===== config.mk =====
export PLATFORM = sky130hd
export DESIGN_NAME = asp
export DESIGN_NICKNAME = d
export VERILOG_FILES = /design/src/rtl/asp.sv
export SDC_FILE = /design/constraint.sdc
export NUM_CORES = 1
export LEC_CHECK = 0
export ABC_CLOCK_PERIOD_IN_PS = 3900
export CAP_MARGIN = 20
export CORE_MARGIN = 8
export CORE_UTILIZATION = 48
export CTS_CLUSTER_DIAMETER = 40
export CTS_CLUSTER_SIZE = 12
export DETAILED_ROUTE_END_ITERATION = 10
export PLACE_DENSITY = 0.85
export SYNTH_ARGS = -nofsm -noshare
export SYNTH_HDL_FRONTEND = slang
export SYNTH_SLANG_ARGS = --single-unit

===== constraint.sdc =====
create_clock -name clk -period 3.9 [get_ports clk]
set_clock_uncertainty 0.1 [all_clocks]
set_input_delay 0.78 -clock clk [delete_from_list [all_inputs] [get_ports clk]]
set_output_delay 0.78 -clock clk [all_outputs]
set_load 0.01 [all_outputs]

===== src/rtl/asp.sv =====
// Single-port network adapter: parity-checked host words are tagged and sent to
// the link with ACK-timeout retransmission; tagged link words go to the host with duplicate suppression.
module asp #(
  parameter int data_size = 32,
  parameter int tag_size  = 8,
  parameter int timeout   = 16
) (
  input  logic                          clk,
  input  logic                          reset,
  input  logic                          data_parity_ready_in,
  input  logic [data_size:0]            data_parity_in,
  input  logic                          network_data_ready_in,
  input  logic                          network_ACK_in,
  input  logic [data_size+tag_size-1:0] network_data_tag_in,
  output logic                          parity_error_out,
  output logic                          host_data_ready_out,
  output logic [data_size-1:0]          host_data_out,
  output logic                          network_data_ready_out,
  output logic                          network_ACK_out,
  output logic [data_size+tag_size-1:0] network_data_tag_out
);

  // state | meaning
  // IDLE  | no frame outstanding, accepting a parity-good host word
  // SEND  | frame on the link this cycle, retry timer loaded
  // WAIT  | waiting for ACK, timer counting down to a resend
  typedef enum logic [1:0] {IDLE, SEND, WAIT} tx_state_t;

  localparam int cnt_w = (timeout > 2) ? $clog2(timeout) : 1;

  tx_state_t          state, state_nxt;
  logic [cnt_w-1:0]   cnt, cnt_nxt;
  logic [tag_size-1:0] tx_tag, tx_tag_nxt;
  logic               latch;
  logic               host_ok;
  logic               host_bad;

  logic [tag_size-1:0] last_rx_tag;
  logic                last_rx_valid;
  logic [tag_size-1:0] rx_tag;
  logic                rx_new;

  assign host_ok  = data_parity_ready_in && !(^data_parity_in);
  assign host_bad = data_parity_ready_in && (^data_parity_in);

  always_comb begin
    state_nxt  = state;
    cnt_nxt    = cnt;
    tx_tag_nxt = tx_tag;
    latch      = 1'b0;
    case (state)
      IDLE: begin
        if (host_ok) begin
          latch     = 1'b1;
          state_nxt = SEND;
        end
      end
      SEND: begin
        // timer reaches zero after timeout WAIT cycles, giving a timeout+1 resend period
        cnt_nxt = cnt_w'(timeout - 1);
        if (network_ACK_in) begin
          tx_tag_nxt = tx_tag + tag_size'(1);
          state_nxt  = IDLE;
        end else begin
          state_nxt = WAIT;
        end
      end
      WAIT: begin
        if (network_ACK_in) begin
          tx_tag_nxt = tx_tag + tag_size'(1);
          state_nxt  = IDLE;
        end else if (cnt == '0) begin
          state_nxt = SEND;
        end else begin
          cnt_nxt = cnt - cnt_w'(1);
        end
      end
      default: state_nxt = IDLE;
    endcase
  end

  always_ff @(posedge clk or negedge reset) begin
    if (!reset) begin
      state                  <= IDLE;
      cnt                    <= '0;
      tx_tag                 <= '0;
      network_data_ready_out <= 1'b0;
      network_data_tag_out   <= '0;
      parity_error_out       <= 1'b0;
    end else begin
      state                  <= state_nxt;
      cnt                    <= cnt_nxt;
      tx_tag                 <= tx_tag_nxt;
      network_data_ready_out <= (state_nxt == SEND);
      parity_error_out       <= host_bad;
      if (latch)
        network_data_tag_out <= {tx_tag, data_parity_in[data_size:1]};
    end
  end

  assign rx_tag = network_data_tag_in[data_size+tag_size-1:data_size];
  assign rx_new = network_data_ready_in && (!last_rx_valid || (rx_tag != last_rx_tag));

  always_ff @(posedge clk or negedge reset) begin
    if (!reset) begin
      network_ACK_out     <= 1'b0;
      host_data_ready_out <= 1'b0;
      host_data_out       <= '0;
      last_rx_tag         <= '0;
      last_rx_valid       <= 1'b0;
    end else begin
      network_ACK_out     <= network_data_ready_in;
      host_data_ready_out <= rx_new;
      if (rx_new) begin
        host_data_out <= network_data_tag_in[data_size-1:0];
        last_rx_tag   <= rx_tag;
        last_rx_valid <= 1'b1;
      end
    end
  end

endmodule


==> impl_metrics.csv <==
group,metric,value,unit
clocking,postCtsSetupRepairBufs,0,
global_route,grt_overflow,0,
clocking,cts-root-buf,"clkbuf_8",
setup_path,start_kind,"primary input",
global_route,grt_max_degree,56,
global_route,antenna_found_initial,0,
setup_path,cpMostUsedCell,"xnor2_1",
synthesis,syn-num-nets,457,
synthesis,ys_types,32,
routing,vias,3148,
setup_path,crit_end,"network_data_tag_out[20]",
run_status,status,"finished clean",
flow_run,cap_violations,0,
pwr,power_density,608,mW/mm²
clocking,clk_pin_slew,0.08,ns
setup_path,critPathCaptureType,"flop",
pwr,p_total,3.73,mW
setup_path,crit_slowest_cell,"clkdlybuf4s50_1",
setup_path,crit_start,"data_parity_in[14]",
clocking,ctsResizeCount,0,
sta,finalHoldViolCount,0,
setup_path,crit_chain,"clkdlybuf4s50_1, xor2_1, xnor2_1, xnor2_1, xnor3_1, mux2i_4, buf_12, mux2_2",
finish,fillers,669,
finish,regArea,0.00248,mm²
clocking,h-tree-depth,3,
floorplanning,die_w,111,µm
finish,final_util,70.4,%
synthesis,syn_area_per_cell,11.5,µm²
routing,wl,10.7,mm
setup_path,required,4.03,ns
synthesis,yosysWarnings,0,
synthesis,synthTopCellsByArea,"dfrtp_1 58%, mux2_2 11%, nand2_1 9.9%, xnor2_1 8.2%, ha_1 1.7%",
global_route,grtUsageMet1,20.7,%
routing,dr.pass1.iters,6,
clocking,numCtsBuffers,9,
setup_path,crit_path_max_fanout,40,
routing,ant_nets,0,
placement,hpwl,8.12,mm
placement,port_buffers,153,
sta,fin_ws,0.840,ns
floorplanning,rows,34,
routing,avgViaCountPerCell,4.89,
sta,relSlewSlack,50.7,%
pwr,power.leakage,2.72,nW
placement,dp_slack,0.514,ns
clocking,clock_path_buffers,2,
placement,place_area,0.00595,mm²
sta,finalMaxSlewViolations,0,
hold_path,min_path_type,"flop to flop",
clocking,cts_tree,"built",
finish,area_growth_syn_to_layout,43.0,%
sta,clock.fmax,327,MHz
sta,finalSetupTns,0,ns
clocking,ctsHoldBuffers,0,
setup_path,critPathMaxStageDelay,0.50,ns
global_route,grt_pass1_vias,3346,
synthesis,synthCells,373,
finish,multi_input_area,0.00173,mm²
routing,routedWlPerCell,16.6,µm
finish,num_antenna_cells,0,
finish,drive_gt1_share,12.3,%
setup_path,reg2reg_slack,1.80,ns
setup_path,ff2ff_path_depth,7,
pwr,ir_drop,0.357,mV
routing,drtIter0Drc,106,
global_route,grt_use_met3,4.71,%
synthesis,ys_ff_latch,99,
synthesis,yosys.area.top_type_share,57.7,%
finish,stdcell_area,0.00614,mm²
routing,post-route-drc-count,0,
sta,period_share,78.5,%
synthesis,synth_area,0.00430,mm²
setup_path,worstReg2RegStart,"state[0]",
floorplanning,core_area,0.00872,mm²
sta,tightest_slew,0.740,ns
global_route,grt_pass1_wl,17.4,mm
sta,layout_min_cycle_time,3.06,ns
placement,place_congestion,0.762,
sta,rsz0062_at_grt,"no",
setup_path,cp.arrival,3.19,ns
global_route,met2_usage,29.6,%
global_route,grt-busiest-layer,"met2",
setup_path,reg2reg_to,"network_data_ready_out",
synthesis,synth_top_cell_by_area,"dfrtp_1",
clocking,cts_num_sinks,99,
finish,nets,615,
floorplanning,initial_core_util,49.3,%
clocking,clock_latency,0.35,ns
floorplanning,ioPinCount,154,
global_route,grt.total_usage,17.4,%
setup_path,path_class,"primary input to flop",
floorplanning,dieArea,0.0122,mm²
floorplanning,die_h,111,µm
synthesis,yosysSeqAreaShare,57.7,%
sta,setup_viol_count_final,0,
-- Yosys cell counts --
cell type    n
a2111oi_0    1
a21oi_1      6
and2_1       2
and3_1       3
buf_6        4
clkbuf_1     7
clkinv_1     1
dfrtp_1     99
ha_1         6
inv_1        6
mux2_1       3
mux2_2      43
mux2i_4      1
nand2_1    113
nand2b_1     3
nand3_1      7
nand4_1      1
nand4b_1     1
nor2_1       7
nor2b_1      1
nor3_1       4
o211ai_1     1
o21a_1       1
o21ai_0      1
o21bai_1     1
o22ai_1      1
o31ai_2      1
or2_2        1
or4_1        1
xnor2_1     40
xnor3_1      2
xor2_1       4
-- layer usage --
layer	wire [µm]	vias to the layer above	share of wire, %
li1	-	1524	-
met2	5510	84	52
met1	4540	1530	42
met5	0	-	0
met4	137	0	1.3
met3	507	10	4.7
-- per-stage QoR --
step / hold WS (ns) / std cells
global route: 0.406 / 644
detailed placement: 0.361 / 628
global placement: 0.352 / 628
floorplan: 0.338 / 373
CTS: 0.380 / 644
finish: 0.374 / 644
-- logic make-up (layout without fill, tap and decap cells) --
family	count (synthesis)	after routing	share of synthesized area [%]
compound gates	13	13	1.98
xor+xnor	46	46	10.0
buf+inv	18	181	2.27
flops	99	99	57.7
mux	47	47	12.6
simple gates	144	144	13.7
fa+ha+maj	6	6	1.75
-- critical path, delay by kind of cell --
family	cells	cell delay [ns]
buffers and inverters	2	0.75
XOR/XNOR	4	1.03
multiplexers	2	0.60
-- cell type report --
cell class / instances / share of cell area [%]
clock buffer: 12 / 2.36
clock inverter: 4 / 0.815
inverter: 7 / 0.428
multi-input combinational: 256 / 28.2
sequential: 99 / 40.3
tap: 108 / 2.20
timing repair buffer: 158 / 25.7
-- placed cells by master, fill, tap and decap left out, types with 2 or more instances in the layout --
| master | n |
|---|---|
| a21oi_1 | 6 |
| and2_1 | 2 |
| and3_1 | 3 |
| buf_4 | 5 |
| clkbuf_1 | 2 |
| clkbuf_8 | 10 |
| clkdlybuf4s50_1 | 152 |
| clkinvlp_4 | 2 |
| dfrtp_1 | 99 |
| ha_1 | 6 |
| inv_1 | 6 |
| mux2_1 | 3 |
| mux2_2 | 43 |
| nand2_1 | 113 |
| nand2b_1 | 3 |
| nand3_1 | 7 |
| nor2_1 | 7 |
| nor3_1 | 4 |
| xnor2_1 | 40 |
| xnor3_1 | 2 |
| xor2_1 | 4 |
-- state kept, by name, summed over array words and instances, names as in the netlist --
signal,count
network_ACK_out,1
host_data_ready_out,1
last_rx_valid,1
network_data_ready_out,1
network_data_tag_out,40
state,2
last_rx_tag,8
cnt,4
tx_tag,8
parity_error_out,1
host_data_out,32
-- power breakdown --
group | total, mW | switching (mW) | internal, mW | leakage (nW)
clock network | 0.647 | 0.333 | 0.314 | 0.0926
logic | 1.59 | 0.645 | 0.949 | 1.44
registers | 1.49 | 0.170 | 1.32 | 1.19
total | 3.73 | 1.15 | 2.59 | 2.72
-- how the worst min path moves through the flow --
stage	start	end	slack, ns	depth (start not counted)
after floorplan	tx_tag[7]	tx_tag[7]	0.34	1
after global placement	last_rx_valid	last_rx_valid	0.35	1
after detailed placement	last_rx_valid	last_rx_valid	0.36	1
after CTS	reset	last_rx_tag[3]	0.38	1
after global routing	reset	last_rx_tag[3]	0.41	1
final	host_data_out[26]	host_data_out[26]	0.37	2
Power figures use the tool's default switching activity.
